## src/rtl/synth_pkg.sv

```systemverilog
// Shared synth definitions: SPI framing constants, register-number scope fields
// and the SPI front-end state type.
package synth_pkg;

    localparam int SPI_BYTE_BITS   = 8;
    localparam int SPI_COUNT_BITS  = $clog2(SPI_BYTE_BITS);
    localparam int REG_NUMBER_BITS = 16;

    // Register-number scope field (bits [15:14]) as decoded by the synth core.
    localparam logic [1:0] SCOPE_VOICE_OP = 2'b11;
    localparam logic [1:0] SCOPE_VOICE    = 2'b10;

    typedef enum logic [1:0] {
        IDLE,
        ADDR_HI,
        ADDR_LO,
        DATA
    } SpiState_t;

    typedef logic [SPI_BYTE_BITS-1:0]   spi_byte_t;
    typedef logic [REG_NUMBER_BITS-1:0] reg_number_t;

endpackage

```

## src/rtl/sync_ff.sv

```systemverilog
// N-stage flop synchronizer for a single asynchronous input bit; all stages
// clear to 0 on reset.
module sync_ff #(
    parameter int N = 2
) (
    input  logic clk,
    input  logic rst_n,
    input  logic d,
    output logic q
);

    logic [N-1:0] stages;

    always_ff @(posedge clk or negedge rst_n) begin
        if (!rst_n) begin
            stages <= '0;
        end else begin
            // NOTE: non-blocking, so every stage takes its neighbour's previous value.
            stages <= {stages[N-2:0], d};
        end
    end

    assign q = stages[N-1];

endmodule

```

## src/rtl/spi_register_writer.sv

```systemverilog
// SPI mode-0 slave that frames host bytes into 16-bit register-number / 8-bit value
// write strobes with burst auto-increment, plus a MISO echo of the previous byte.
module spi_register_writer
    import synth_pkg::*;
#(
    parameter int SYNC_STAGES = 2
) (
    input  logic                       i_Clock,
    input  logic                       i_Reset_n,
    input  logic                       i_SpiClock,
    input  logic                       i_SpiMosi,
    input  logic                       i_SpiChipSelect_n,
    output logic                       o_SpiMiso,
    output logic                       o_RegisterWriteEnable,
    output logic [REG_NUMBER_BITS-1:0] o_RegisterNumber,
    output logic [SPI_BYTE_BITS-1:0]   o_RegisterValue,
    output logic                       o_FrameError
);

    logic sck_s, mosi_s, cs_n_s;

    sync_ff #(.N(SYNC_STAGES)) u_sync_sck (
        .clk(i_Clock), .rst_n(i_Reset_n), .d(i_SpiClock), .q(sck_s)
    );
    sync_ff #(.N(SYNC_STAGES)) u_sync_mosi (
        .clk(i_Clock), .rst_n(i_Reset_n), .d(i_SpiMosi), .q(mosi_s)
    );
    sync_ff #(.N(SYNC_STAGES)) u_sync_cs (
        .clk(i_Clock), .rst_n(i_Reset_n), .d(i_SpiChipSelect_n), .q(cs_n_s)
    );

    // Edge detection. CS_n history resets low so a CS_n held low across reset
    // release never looks like a frame start.
    logic sck_d, cs_n_d;
    logic sck_rise_q, cs_rise_q, cs_fall_q, mosi_q;
    logic sck_fall;

    always_ff @(posedge i_Clock or negedge i_Reset_n) begin
        if (!i_Reset_n) begin
            sck_d      <= 1'b0;
            cs_n_d     <= 1'b0;
            sck_rise_q <= 1'b0;
            cs_rise_q  <= 1'b0;
            cs_fall_q  <= 1'b0;
            mosi_q     <= 1'b0;
        end else begin
            sck_d      <= sck_s;
            cs_n_d     <= cs_n_s;
            sck_rise_q <= sck_s & ~sck_d;
            cs_rise_q  <= cs_n_s & ~cs_n_d;
            cs_fall_q  <= ~cs_n_s & cs_n_d;
            mosi_q     <= mosi_s;
        end
    end

    assign sck_fall = sck_d & ~sck_s;

    // Bit level: shift register, bit counter, MISO echo and frame-error detection.
    logic                      active;
    logic [SPI_COUNT_BITS-1:0] bit_count, count_next;
    spi_byte_t                 shift_reg, echo_reg;
    logic                      byte_done, frame_start, frame_end;

    assign count_next = (active && sck_rise_q) ? bit_count + 1'b1 : bit_count;

    always_ff @(posedge i_Clock or negedge i_Reset_n) begin
        if (!i_Reset_n) begin
            active       <= 1'b0;
            bit_count    <= '0;
            shift_reg    <= '0;
            echo_reg     <= '0;
            byte_done    <= 1'b0;
            frame_start  <= 1'b0;
            frame_end    <= 1'b0;
            o_SpiMiso    <= 1'b0;
            o_FrameError <= 1'b0;
        end else begin
            byte_done    <= 1'b0;
            o_FrameError <= 1'b0;
            frame_start  <= cs_fall_q;
            frame_end    <= cs_rise_q;
            if (cs_fall_q) begin
                active    <= 1'b1;
                bit_count <= '0;
                echo_reg  <= '0;
                o_SpiMiso <= 1'b0;
            end else begin
                if (active && sck_rise_q) begin
                    shift_reg <= {shift_reg[SPI_BYTE_BITS-2:0], mosi_q};
                    bit_count <= count_next;
                    if (bit_count == SPI_COUNT_BITS'(SPI_BYTE_BITS - 1)) begin
                        byte_done <= 1'b1;
                        echo_reg  <= {shift_reg[SPI_BYTE_BITS-2:0], mosi_q};
                    end
                end
                if (active && sck_fall) begin
                    o_SpiMiso <= echo_reg[SPI_BYTE_BITS-1];
                    echo_reg  <= {echo_reg[SPI_BYTE_BITS-2:0], 1'b0};
                end
                // A bit completing on the same cycle as CS_n rise still counts.
                if (cs_rise_q) begin
                    active       <= 1'b0;
                    bit_count    <= '0;
                    o_SpiMiso    <= 1'b0;
                    o_FrameError <= active && (count_next != '0);
                end
            end
        end
    end

    // Byte level: frame FSM with auto-incrementing register number.
    SpiState_t   state;
    spi_byte_t   addr_hi;
    reg_number_t next_number;

    always_ff @(posedge i_Clock or negedge i_Reset_n) begin
        if (!i_Reset_n) begin
            state                 <= IDLE;
            addr_hi               <= '0;
            next_number           <= '0;
            o_RegisterWriteEnable <= 1'b0;
            o_RegisterNumber      <= '0;
            o_RegisterValue       <= '0;
        end else begin
            o_RegisterWriteEnable <= 1'b0;
            if (byte_done) begin
                case (state)
                    ADDR_HI: begin
                        addr_hi <= shift_reg;
                        state   <= ADDR_LO;
                    end
                    ADDR_LO: begin
                        next_number <= {addr_hi, shift_reg};
                        state       <= DATA;
                    end
                    DATA: begin
                        o_RegisterWriteEnable <= 1'b1;
                        o_RegisterNumber      <= next_number;
                        o_RegisterValue       <= shift_reg;
                        next_number           <= next_number + 1'b1;
                    end
                    default: ;
                endcase
            end
            if (frame_start) state <= ADDR_HI;
            if (frame_end)   state <= IDLE;
        end
    end

endmodule

```

## config.mk

```make
export PLATFORM = sky130hd
export DESIGN_NAME = spi_register_writer
export DESIGN_NICKNAME = d
export VERILOG_FILES = /design/src/rtl/synth_pkg.sv /design/src/rtl/sync_ff.sv /design/src/rtl/spi_register_writer.sv
export SDC_FILE = /design/constraint.sdc
export NUM_CORES = 1
export LEC_CHECK = 0
export CORE_UTILIZATION = 50
export DETAILED_ROUTE_END_ITERATION = 6
export GPL_TIMING_DRIVEN = 0
export MAX_ROUTING_LAYER = met4
export PLACE_DENSITY = 0.75
export SLEW_MARGIN = 40
export SYNTH_ARGS = -nofsm -noshare
export SYNTH_HDL_FRONTEND = slang
export SYNTH_HIERARCHICAL = 1
export SYNTH_SLANG_ARGS = --single-unit
```

## constraint.sdc

```tcl
create_clock -name i_Clock -period 4.2 [get_ports i_Clock]
set_input_delay 0.63 -clock i_Clock [delete_from_list [all_inputs] [get_ports i_Clock]]
set_output_delay 0.63 -clock i_Clock [all_outputs]
set_load 0.05 [all_outputs]
```

Word level (Yosys, flattened, before mapping)

Cells that the tools add are included.

Register bits: 88
Input bits: 5
Logic and storage cells: 82

Add/subtract/negate cells: 2
Eq/ne operators: 4
Muxes and demuxes: 25
Bitwise logic cells: 9
Reductions and logical operators: 18

Operators by type and width:

| cell                                                 | count |
|---|---|
| 2-to-1 mux 8 bit                                     | 4 |
| one-hot mux 16 bit (2 select lines)                  | 1 |
| nonzero test 3 bit                                   | 6 |
| adder 16 x 1 -> 16 bit (second input constant)       | 1 |
| 2-to-1 mux 1 bit                                     | 12 |
| 2-to-1 mux 3 bit                                     | 4 |
| AND reduction 2 bit                                  | 6 |
| 2-to-1 mux 2 bit                                     | 3 |
| inverter 1 bit                                       | 5 |
| AND 1 bit                                            | 4 |
| equality test 2 bit (second input constant)          | 2 |
| one-hot mux 2 bit (2 select lines)                   | 1 |
| nonzero test 2 bit                                   | 2 |
| nonzero test 4 bit                                   | 1 |
| adder 3 x 1 -> 3 bit (second input constant)         | 1 |
| equality test 3 bit (second input constant)          | 1 |
| logical AND 1 bit                                    | 3 |
| equality test 2 x 1 -> 1 bit (second input constant) | 1 |

Longest topological paths before layout

Gate-level depths: netlist (run 1).

Depth in word-level cells: 6
Mapped depth: 7
Gate-level depth less buffers: 6

By module

The synthesis (run 1) kept the hierarchy.

Modules (own cells, without submodules):

| module              | times used | cells each | area each (sq um) | sequential area each (sq um) |
|---|---|---|---|---|
| spi_register_writer | 1          | 302        | 3585.9            | 2052.0 |
| sync_ff             | 3          | 2          | 50.0              | 50.0 |

Least setup slack after synthesis (run 1)

OpenSTA, ideal clock, no wires.

Kind: register to register
Start: register state[0]
End: register o_RegisterNumber[10]
Library setup time: 0.125 ns
Arrival: 1.494 ns
Required time: 4.075 ns
Setup slack: 2.581 ns
Stages on the path, launching flop included: 6
Path buffers: 2
Period minus slack after synthesis: 1.619 ns
Cell sequence: dfrtp_1 -> ha_1 -> clkbuf_1 -> nand2_1 -> clkbuf_1 -> mux2_2

Word-level cells in the longest chain between the ends: 2

RTL lines:

| element                       | RTL line                   | RTL |
|---|---|---|
| from (decl)                   | spi_register_writer.sv:112 | `SpiState_t state;` |
| from (signal assigned)        | spi_register_writer.sv:118 | `state <= IDLE;` |
| from (signal assigned)        | spi_register_writer.sv:130 | `state <= ADDR_LO;` |
| from (signal assigned)        | spi_register_writer.sv:134 | `state <= DATA;` |
| equality test 2 bit           | spi_register_writer.sv:127 | `case (state)` |
| AND reduction 2 bit (no line) | -                          |  |
| to (signal assigned)          | spi_register_writer.sv:138 | `o_RegisterNumber <= next_number;` |
| to (decl)                     | spi_register_writer.sv:15  | `output logic [REG_NUMBER_BITS-1:0] o_RegisterNumber,` |

Every way passes these cells.
A chain may end at the register's enable or synchronous reset.

Final worst setup path (run 1)

Start: register o_SpiMiso
End: output o_SpiMiso

RTL lines:

| element                | RTL line                  | RTL |
|---|---|---|
| from (decl)            | spi_register_writer.sv:13 | `output logic o_SpiMiso,` |
| from (signal assigned) | spi_register_writer.sv:97 | `o_SpiMiso <= echo_reg[SPI_BYTE_BITS-1];` |

No word-level cell between the ends.

==> impl_metrics.tcl, run 1 <==
set metrics [dict create \
    worst_slew_pin_slew_ns 0.719 \
    max_slew_margin 0.518 \
    fin_crit_sh 0.512 \
    clk_latency_ns 0.35 \
    die_w_um 88.4 \
    yosysWarnings 6 \
    numClockSinks 88 \
    grt_pass1_vias 2545 \
    rsz0062_at_grt "no" \
    power_density_nw_per_um2 401 \
    die_area_um2 7820 \
    fin_area_um2 4440 \
    grt_pass1_wl_um 11900 \
    met2_length_um 3370 \
    htree_levels 3 \
    path_clk_slew_ns 0.09 \
    max_freq_mhz 465 \
    antenna_found_initial 0 \
    drive_above_1_share 0.180 \
    finalSetupViolations 0 \
    grt_overflow 0 \
    dpl_cell_area_um2 4200 \
    seq_power_share 0.546 \
    grtUsageTotal 0.209 \
    dieHeight_um 88.4 \
    yosysSeqAreaShare 0.589 \
    syn_to_final_growth_pct 18.9 \
    firstDrtPassIters 5 \
    grt_max_degree 65 \
    ys_types 40 \
    drt-met1-wl_um 3110 \
    hold_violations 0 \
    cp_slowest_stage_delay_ns 0.80 \
    vias 2561 \
    p_int_uw 1350 \
    drt-total-wl_um 6950 \
    synth_nets 319 \
    p_sw_frac 0.241 \
    row_count 31 \
    syn_area_per_cell_um2 12.1 \
    drc 0 \
    peakVddDrop_uv 248 \
    ioPinCount 32 \
    worst_clock_skew_ns 0.00749 \
    vias_per_cell 5.63 \
    fin_total_pwr_uw 1780 \
    synth_seq_cells 88 \
    cts_buffers 9 \
    hpwl_um 4600 \
    cts_tree "done" \
    placeableCoreArea_um2 7250 \
    synth-edff-count 0 \
    route.met3.wl_um 325 \
    drt-initial-drc-count 168 \
    start_util 0.515 \
    place_congestion 0.863 \
    slowest_stage "clkdlybuf4s50_1" \
    critical_path_class "flop to output port" \
    worst_setup_path_start_kind "flop" \
    max_cap_viol_count 0 \
    power.share.clock 0.391 \
    syn-cell-area_um2 3740 \
    clock_path_buffers 2 \
    port_buffers 31 \
    synth_ff_type "dfrtp_1" \
    reg_top3 "next_number x16, o_RegisterNumber x16" \
    p_switching_uw 429 \
    crit_fanout 2 \
    clock-root-buffer "clkbuf_8" \
    endpoint_kind "output port" \
    holdBufCountCts 0 \
    p_leak_uw 0.00209 \
    top_layer_used "met4" \
    postRouteAntennaNets 0 \
    post_cts_resized 0 \
    hold_path.class "input port to asynchronous set/reset pin" \
    fillers 599 \
    post-cts-setup-buffers 0 \
    worstPathCellList "clkdlybuf4s50_1" \
    wl_per_cell_um 15.3 \
    antenna_cells 0 \
    cp_data_required_time_ns 3.57 \
    min_period_ns 2.15 \
    synth_cells 308 \
    cp.arrival_ns 1.52 \
    critical-path-top-delay-family "buffers and inverters" \
    ys_async_sr_fraction 1.00 \
    final_max_slew_viol_count 0 \
    fin_nets 362 \
    status "finished clean" \
    comb_power_share 0.062 \
    critPathBufInv 1 \
]
## placed cells by master (no fill, tap or decap), drive strengths merged, types with 2 or more instances in the layout
cell / Yosys / layout
dfrtp: 88 / 88
mux2: 37 / 37
clkdlybuf4s50: 0 / 30
nand2: 21 / 21
a21oi: 19 / 19
clkbuf: 9 / 18
mux2i: 17 / 17
o21ai: 13 / 13
nor2: 12 / 12
inv: 10 / 10
nand3: 10 / 10
a211oi: 9 / 9
nor3: 8 / 8
o22ai: 8 / 8
buf: 5 / 7
ha: 6 / 6
nand2b: 5 / 5
nor4: 5 / 5
nor2b: 3 / 3
a31oi: 3 / 3
bufinv: 0 / 3
nand4: 3 / 3
clkinv: 0 / 3
nand3b: 2 / 2
and3: 2 / 2
or2: 2 / 2
## worst paths after layout
kind	startpoint	endpoint	slack (ns)	depth (start not counted)
worst max register to register	state[0]	next_number[8]	2.28	7
max in group asynchronous	i_Reset_n	mosi_q	3.51	2
worst max-delay path	o_SpiMiso	o_SpiMiso	2.05	1
worst min register to register	u_sync_mosi/stages[1]	mosi_q	0.35	0
worst min-delay path	i_Reset_n	o_RegisterNumber[4]	0.12	1
min in group i_Clock	u_sync_mosi/stages[1]	mosi_q	0.35	0
## power groups by stage
stage	Sequential (uW)	Combinational, uW	Clock (uW)
floorplan	956	74.3	0
global placement	989	104	0
detailed placement	990	113	0
CTS	974	114	706
global route	982	127	744
finish	972	111	697
## synth_stat cells, drive strengths merged, types with 2 or more instances
cell type | number | area [um2]
o21ai | 13 | 65.1
ha | 6 | 75.1
and3 | 2 | 12.5
a21oi | 19 | 95.1
a31oi | 3 | 18.8
nor3 | 8 | 40.0
dfrtp | 88 | 2200
buf | 5 | 22.5
nand3 | 10 | 50.1
mux2 | 37 | 417
mux2i | 17 | 170
nand2 | 21 | 78.8
inv | 10 | 37.5
nand2b | 5 | 31.3
nor4 | 5 | 46.3
a211oi | 9 | 72.6
o22ai | 8 | 50.1
or2 | 2 | 15.0
nand4 | 3 | 33.8
nor2b | 3 | 18.8
clkbuf | 9 | 33.8
nand3b | 2 | 15.0
nor2 | 12 | 45.0
## kinds of logic (layout without fill, tap and decap cells)
| kind of cell | Yosys count | after routing | share of synthesized area |
|---|---|---|---|
| simple gates | 77 | 77 | 0.112 |
| compound gates | 58 | 58 | 0.0941 |
| flops | 88 | 88 | 0.589 |
| xor+xnor | 1 | 1 | 0.00234 |
| mux | 54 | 54 | 0.157 |
| fa+ha+maj | 6 | 6 | 0.0201 |
| buf+inv | 24 | 72 | 0.0251 |
## per-stage QoR
stage	hold WS (ns)	utilization	TNS [ns]	cells	setup WS, ns
floorplan	0.331	-	0	308	2.58
global placement	0.335	0.575	-46.35	438	-0.534
detailed placement	0.337	0.579	0	439	2.26
CTS	0.120	0.613	0	455	2.02
global route	0.123	0.613	0	455	1.99
finish	0.118	0.613	0	455	2.05
## cell type report
type                    instances  area [um2]  share of cell area
clock inverters                 7         120              0.0270
repair buffers                 32         339              0.0763
plain buffers                  14        56.3              0.0127
multi-input cells             196        1440               0.324
well taps                      99         124              0.0279
inverters                      10        37.5             0.00845
clock buffers                   9         124              0.0279
flip-flops and latches         88        2200               0.496
## routing by layer
| layer | vias to the layer above | track usage |
|---|---|---|
| li1 | 1199 | - |
| met1 | 1270 | 0.263 |
| met2 | 77 | 0.333 |
| met3 | 15 | 0.0410 |
| met4 | 0 | 0.0850 |
| met5 | - | - |
No activity file was read; power rests on OpenSTA's default activity.
==> run 2: changes to the inputs <==
==> constraint.sdc (replaced) <==
create_clock -name i_Clock -period 2 [get_ports i_Clock]
set_input_delay 0.3 -clock i_Clock [delete_from_list [all_inputs] [get_ports i_Clock]]
set_output_delay 0.3 -clock i_Clock [all_outputs]
set_load 0.05 [all_outputs]
==> impl_metrics.tcl, run 2 (same netlist as run 1, synthesis figures left out) <==
set metrics [dict create \
    port_buffers 31 \
    antenna_found_initial 0 \
    critical-path-top-delay-family "buffers and inverters" \
    max_freq_mhz 549 \
    drc 0 \
    mostFrequentLayoutCell "dfrtp_1" \
    drt-total-wl_um 6960 \
    grt_pass1_wl_um 11900 \
    max_slew_margin 0.670 \
    postRouteAntennaNets 0 \
    final_cells 456 \
    comb_power_share 0.063 \
    p_leak_uw 0.00211 \
    holdWs_ns 0.355 \
    layout_common_cells "dfrtp_1, mux2_2, clkdlybuf4s50_1" \
    vias 2587 \
    grtUsageTotal 0.209 \
    hold_path.class "flop to flop" \
    grt_pass1_vias 2548 \
    post-cts-setup-buffers 0 \
    endpoint_kind "output port" \
    critPathBufInv 1 \
    peakVddDrop_uv 521 \
    die_area_um2 7820 \
    multi_input_area_um2 1440 \
    fin_crit_sh 0.911 \
    path_clk_slew_ns 0.08 \
    power_density_nw_per_um2 839 \
    vias_per_cell 5.67 \
    row_count 31 \
    seq_power_share 0.546 \
    clk_latency_ns 0.35 \
    rsz0062_at_grt "no" \
    reg_top3 "next_number x16, o_RegisterNumber x16" \
    crit_fanout 2 \
    place_congestion 0.863 \
    grt_max_degree 65 \
    fin_util 0.615 \
    cts_tree "done" \
    worst_slew_pin_slew_ns 0.494 \
    max_cap_viol_count 0 \
    cts_buffers 9 \
    dp.cells 439 \
    p_sw_frac 0.241 \
    power.share.clock 0.391 \
    ioPinCount 32 \
    antenna_cells 0 \
    worst_clock_skew_ns 0.00821 \
    worstPathCellList "clkdlybuf4s50_1" \
    finalSetupViolations 0 \
    drt-initial-drc-count 180 \
    wl_per_cell_um 15.3 \
    critical_path_class "flop to output port" \
    final_max_slew_viol_count 0 \
    grt_overflow 0 \
    clock_path_buffers 2 \
    placeableCoreArea_um2 7250 \
    fin_nets 363 \
    worst_setup_path_start_kind "flop" \
    p_switching_uw 902 \
    hpwl_um 4600 \
    dieHeight_um 88.4 \
    p_int_uw 2840 \
    register_area_um2 2200 \
    htree_levels 3 \
    numClockSinks 88 \
    clock-root-buffer "clkbuf_8" \
    drive_above_1_share 0.193 \
    cp_data_required_time_ns 1.70 \
    min_period_ns 1.82 \
    slowest_stage "clkdlybuf4s50_1" \
    status "finished clean" \
    cp.arrival_ns 1.52 \
    die_w_um 88.4 \
    start_util 0.515 \
    hold_violations 0 \
    firstDrtPassIters 4 \
    cp_slowest_stage_delay_ns 0.80 \
    fillers 598 \
    syn_to_final_growth_pct 19.4 \
]
==> run 2: cell types whose count changed in the layout (fill, tap and decap cells not counted) <==
cell | previous run | this run
buf_1 | 2 | 1
clkbuf_1 | 9 | 6
clkbuf_2 | 0 | 4
dlygate4sd3_1 | 0 | 1
o21ai_1 | 1 | 0
o21ai_2 | 0 | 1
==> run 2: routing by layer <==
metal | wire length (um) | vias up | track usage | part of all wire
met3 | 292 | 13 | 0.0410 | 0.042
li1 | - | 1198 | - | -
met4 | 150 | 0 | 0.0850 | 0.022
met1 | 3120 | 1297 | 0.263 | 0.45
met5 | 0 | - | - | 0
met2 | 3400 | 79 | 0.334 | 0.49
==> run 2: final timing paths <==
check | depth (start not counted) | end | startpoint | slack, ns
max in group asynchronous | 3 | state[0] | i_Reset_n | 1.06
min in group asynchronous | 2 | o_RegisterNumber[6] | i_Reset_n | 0.37
hold reg to reg | 0 | mosi_q | u_sync_mosi/stages[1] | 0.35
setup reg to reg | 7 | next_number[11] | state[0] | 0.19
setup / recovery | 1 | o_SpiMiso | o_SpiMiso | 0.18
hold / removal | 0 | mosi_q | u_sync_mosi/stages[1] | 0.35
==> run 2: timing repair <==
action / in CTS / in global routing
setup endpoints to repair: 0 / 19
resized for setup: 0 / 8
endpoints found under the hold margin: 24 / 0
hold buffers: 1 / 0
==> run 2: per-stage QoR <==
stage | TNS, ns | instance area [um2] | total power [uW] | setup slack [ns]
finish | 0 | 4460 | 3740 | 0.178
global route | 0 | 4460 | 3890 | 0.0524
CTS | 0 | 4450 | 3770 | 0.0504
detailed placement | 0 | 4200 | 2320 | 0.0560
global placement | -210.91 | 4170 | 2290 | -2.40
floorplan | 0 | 3740 | 2160 | 0.381
==> run 2: power groups by stage <==
stage / registers, uW / logic, uW / clock network (uW)
3_3_place_gp: 2080 / 218 / 0
2_1_floorplan: 2010 / 156 / 0
4_1_cts: 2050 / 241 / 1480
3_5_place_dp: 2080 / 237 / 0
6_report: 2040 / 236 / 1460
5_1_grt: 2060 / 268 / 1560
==> run 2: final cells by class <==
| class | instances | area share |
|---|---|---|
| Inverter | 10 | 0.00841 |
| Clock buffer | 9 | 0.0278 |
| Timing Repair Buffer | 33 | 0.0782 |
| Clock inverter | 7 | 0.0269 |
| Sequential cell | 88 | 0.494 |
| Tap cell | 99 | 0.0278 |
| Multi-Input combinational cell | 196 | 0.324 |
| Buffer | 14 | 0.0137 |
